--- src/rtl/llr_debitrev.sv ---
// llr_debitrev: stores a serial LLR frame at bit-reversed addresses, drains it in natural order.
// Optional build macro LLR_DEBITREV_SAT_EN: when defined, the most negative LLR is stored as its symmetric counterpart.
module llr_debitrev #(
   parameter int N     = 256,
   parameter int LOG2N = 8,
   parameter int QW    = 6
) (
   input  logic          clk,
   input  logic          rst,
   input  logic          vld_i,
   output logic          rdy_o,
   input  logic [QW-1:0] din,
   output logic          vld_o,
   input  logic          rdy_i,
   output logic [QW-1:0] dout,
   output logic          last_o,
   output logic          busy_o
);
   typedef enum logic [1:0] {IDLE, FILL, DRAIN} state_t;
   state_t           state;
   logic [LOG2N-1:0] wcnt, rcnt, wadr;
   logic [QW-1:0]    wdat;
   logic [QW-1:0]    mem [N];
   // write address is the fill count with its bits mirrored
   always_comb begin
      wadr = '0;
      for (int j = 0; j < LOG2N; j++) wadr[j] = wcnt[LOG2N-1-j];
   end
`ifdef LLR_DEBITREV_SAT_EN
   assign wdat = (din == {1'b1, {(QW-1){1'b0}}}) ? {1'b1, {(QW-2){1'b0}}, 1'b1} : din;
`else
   assign wdat = din;
`endif
   // fill/drain sequencing; counters wrap naturally at N
   always_ff @(posedge clk or posedge rst)
      if (rst) begin
         state <= IDLE;
         wcnt  <= '0;
         rcnt  <= '0;
      end else
         case (state)
            IDLE: state <= FILL;
            FILL:
               if (vld_i) begin
                  wcnt <= wcnt + 1'b1;
                  if (wcnt == LOG2N'(N-1)) state <= DRAIN;
               end
            DRAIN:
               if (rdy_i) begin
                  rcnt <= rcnt + 1'b1;
                  if (rcnt == LOG2N'(N-1)) state <= FILL;
               end
            default: state <= IDLE;
         endcase
   // frame buffer is deliberately left uncleared by reset
   always_ff @(posedge clk)
      if (state == FILL && vld_i) mem[wadr] <= wdat;
   assign rdy_o  = state == FILL;
   assign vld_o  = state == DRAIN;
   assign dout   = vld_o ? mem[rcnt] : '0;
   assign last_o = vld_o && rcnt == LOG2N'(N-1);
   assign busy_o = (rdy_o && wcnt != '0) || vld_o;
endmodule
--- config.mk ---
export PLATFORM = sky130hd
export DESIGN_NAME = llr_debitrev
export DESIGN_NICKNAME = d
export VERILOG_FILES = /design/src/rtl/llr_debitrev.sv
export SDC_FILE = /design/constraint.sdc
export NUM_CORES = 1
export LEC_CHECK = 0
export BUFFER_PORTS_ARGS = -buffer_cell sky130_fd_sc_hd__buf_2
export CAP_MARGIN = 10
export CELL_PAD_IN_SITES_DETAIL_PLACEMENT = 0
export CELL_PAD_IN_SITES_GLOBAL_PLACEMENT = 1
export CORE_ASPECT_RATIO = 0.6
export CORE_UTILIZATION = 50
export CTS_CLUSTER_SIZE = 16
export DETAILED_ROUTE_END_ITERATION = 7
export PLACE_DENSITY = 0.73
export SLEW_MARGIN = 25
export SYNTH_ARGS = -nofsm -noshare
export SYNTH_HDL_FRONTEND = slang
export SYNTH_SLANG_ARGS = --single-unit
--- constraint.sdc ---
create_clock -name clk -period 2.3 [get_ports clk]
set_clock_uncertainty 0.1 [all_clocks]
set_input_delay 0.23 -clock clk [delete_from_list [all_inputs] [get_ports clk]]
set_output_delay 0.23 -clock clk [all_outputs]
set_load 0.005 [all_outputs]
==> impl_results.md <==
- Outcome: finished, violations left
- Failing checks: setup timing
- Min Clock Period, post-route: about 4100 ps
- Root Buffer: clkbuf_16
- ANT nets after route: 0
- Tot GR Track Use: 26.3%
- Slew @ Worst Pin: 612 ps
- # clock sinks: between 1500 and 2000
- #FFs+latches synth: ~1600
- Io pins: 20
- Hold Crit Class: input pin to flop
- Core ar.: 0.120 mm²
- Maximum number of pins on one net before global-route repair: 75
- Mapped Cells: approximately 3200
- Die footprint: ~0.12 mm²
- Die height: 273 µm
- Worst vdd ir: between 700 and 800 µV
- Final setup fails: 7
- Global-route wire length before repair: approximately 230000 µm
- Main combinational cell family by area after synthesis: multiplexers
- CP max-delay cell: dfrtp_4
- Initial Util: 50.8%
- CP Cell Sequence: buf_8 -> or3b_4 -> buf_12 -> buf_4 -> o22ai_1 -> a211oi_2 -> a221oi_2 -> nor4_2 -> o221ai_2 -> buf_4 -> buf_2
- Maximum capacitance violations: 0
- CP Capture Type: output pin
- Unrepaired setup endpoints after global routing: true
- Routed wire per std cell: between 20 and 30 µm
- Post-synth top cells: edfxtp_1, mux2i_1, nor2_1, mux4_2, a221oi_1
- Largest cells by area after synthesis: edfxtp_1, mux4_2, mux2i_1
- Syn Area/Cell: between 15 and 20 µm²
- Leading area contributor after synthesis: edfxtp_1
- Total power: approximately 58 mW
- Ys Warns: 0
- # DRC: 0
- Placed Cells: about 5200
- Kind of critical path: flop to output pin
- Synthesized Nets: ~3200
- Adder-Cell Fraction of Synth Area: less than 1%
- Initial antenna violation count: 2
- TritonCTS clock tree: built
- Total wire length: between 150000 and 200000 µm
- Width of the chip: 453 µm
- CTS Buffer Depth: 3
- Sequential area share after synthesis: 76.3%
- Crit path max fanout: 33
- H-Tree Level Count: 4
- Number of flops mapped to enable cells by yosys: between 1500 and 2000
- Port buffer count: 19
- Later-pin clock latency in the skew report: around 770 ps
- Clk pin slew, worst setup/hold paths: about 60 ps
- FP Rows: around 100
- Critical Path RT: approximately 2000 ps
- Cts bufs inserted: approximately 140
- Most used cell, CP: buf_4
- Yosys top cell area share: 75.5%
- Compound-Gate Fraction of Synth Area: between 5 and 6%
- Fmax: 241 MHz
- Vias in the first global route: about 34000
- Layout Utilization: between 60% and 70%
- Synth Flop Type: edfxtp_1
- Nets: approximately 3800
- Cell family with most CP delay: compound AO/OA/AOI/OAI gates
- GPL Wtd Cong: 0.896
- Non-filler instance count after layout: approximately 5500
- Slew headroom: 59.1%
- CP peak stage delay: 550 ps
- Vias: about 34000
- Layout cell share with drive strength beyond 1: 31.8%
- Hold slack: slightly above 300 ps
- Part of the cycle the worst path needs: 180%
- Hold Vio Cnt, Final: 0
- 1st-iter DRT viols: 4648
- Post-synth ARST share: around 1.2%
- Post-synthesis mux area share: between 10% and 20%
- Netlist Area Pre-Place: approximately 0.061 mm²
- Synth Area in XOR/XNOR: less than 1%
- Area delta synth->final: 20.6%
- Setup slack after layout: -1850 ps
- First-pass DRT Iterations: 5
- Startpoint types: flop
- Power Dens Cells: ~790 mW/mm²
- Global-route congestion overflow total: 0
- Synth unique cells: 41
- Arrival @ worst endpoint: about 3800 ps
- Count leader, synth: edfxtp_1
- Bufs and invs on worst path: 5
- Antenna Cells: 0
- DP HPWL: about 110000 µm
- LEAKAGE: between 20 and 25 nW
- Slew Limit Fails: 0
- Synth Area in Simple Gates: 2.42%
- Vias per std cell: about 6
-- power breakdown --
| group | switching [mW] | internal (mW) | total (mW) | leakage [nW] |
|---|---|---|---|---|
| Sequential | 0.171 | 31.4 | 31.6 | 14.0 |
| Clock | 10.2 | 13.6 | 23.8 | 2.25 |
| Combinational | 2.15 | 0.906 | 3.06 | 6.81 |
-- final cells by class --
| type | instances | area, µm² |
|---|---|---|
| fillers | 8414 | 46500 |
| clock buffers | 176 | 3850 |
| repair buffers | 713 | 6460 |
| multi-input cells | 1406 | 13900 |
| well taps | 1600 | 2000 |
| clock inverters | 77 | 762 |
| flip-flops and latches | 1554 | 46600 |
| inverters | 5 | 18.8 |
-- through the flow --
stage | setup TNS [ps] | instance area, µm² | setup slack, ps
final | -11530 | 73600 | -1850
after global routing | -12150 | 73600 | -1920
after CTS | -12090 | 73200 | -1890
after detailed placement | -13040 | 67800 | -1660
after global placement | -11260 | 67800 | -1660
after floorplan | -19250 | 61200 | -96.4
-- registers in the layout, summed over array words and instances (netlist names) --
name,count
wcnt,8
state,2
rcnt,8
mem,1536
-- layer usage --
| layer | GRT usage (%) | vias to the layer above | wire length (µm) |
|---|---|---|---|
| li1 | - | 14400 | - |
| met5 | 0 | - | 0 |
| met4 | 6.90 | 0 | 3290 |
| met2 | 38.2 | 1738 | 71100 |
| met3 | 5.34 | 190 | 16500 |
| met1 | 40.6 | 17800 | 69600 |
-- worst paths after layout --
kind                           from          end  slack (ps)  depth (start not counted)
setup / recovery            rcnt[0]      dout[2]       -1850                         11
hold / removal                vld_i      wcnt[2]         300                          4
setup reg to reg           state[0]  mem[182][2]          60                          7
hold reg to reg             wcnt[5]      wcnt[5]         520                          1
max in group asynchronous       rst      wcnt[4]         970                          5
min in group asynchronous       rst      rcnt[6]         540                          4
-- layout by cell type (no fill, tap or decap), types with 12 or more instances in the layout --
cell type  synthesis  final
a221oi_1         140     91
mux2i_1          384    384
edfxtp_1        1536   1536
o21ai_1           11     43
a211oi_1          48     31
nand3_1           16     13
buf_6             15     15
a211oi_2           0     16
nor2_4             0     16
nor2_2             0     17
buf_12            16     67
clkinv_2           0     21
bufinv_16          0     15
nand2_1           37     35
clkinv_1           0     31
clkbuf_16          0    151
o21ai_0           94     59
o221ai_1          50     42
mux4_2           192    192
a221oi_2           4     45
a21oi_1           48     44
buf_2             57     12
o22ai_1           48     47
nor2_1           270    237
o221ai_2           4     12
clkbuf_1         107     26
buf_4              6    592
-- worst min-delay path, stage by stage --
cell and delay (ps):
dlygate4sd3_1 530, buf_2 180, nand3_1 120, xnor2_1 60
-- repair_timing --
| action | 4_1_cts | 5_1_grt |
|---|---|---|
| hold buffers | 10 | 0 |
| cloned | 2 | 1 |
| setup buffers | 11 | 5 |
| gates resized for setup | 130 | 74 |
| pin swaps | 15 | 14 |
| endpoints found under the hold margin | 290 | 0 |
| setup endpoints to repair | 118 | 1139 |
-- cell families after synthesis --
kind of cell | after synthesis
xor gates and xnor gates | 14
and+or+nand+nor | 361
buffers and inverters | 223
AOI/OAI and AO/OA | 448
muxes | 578
adders and majority gates | 5
DFF | 1554
No activity file was read; power rests on OpenSTA's default activity.
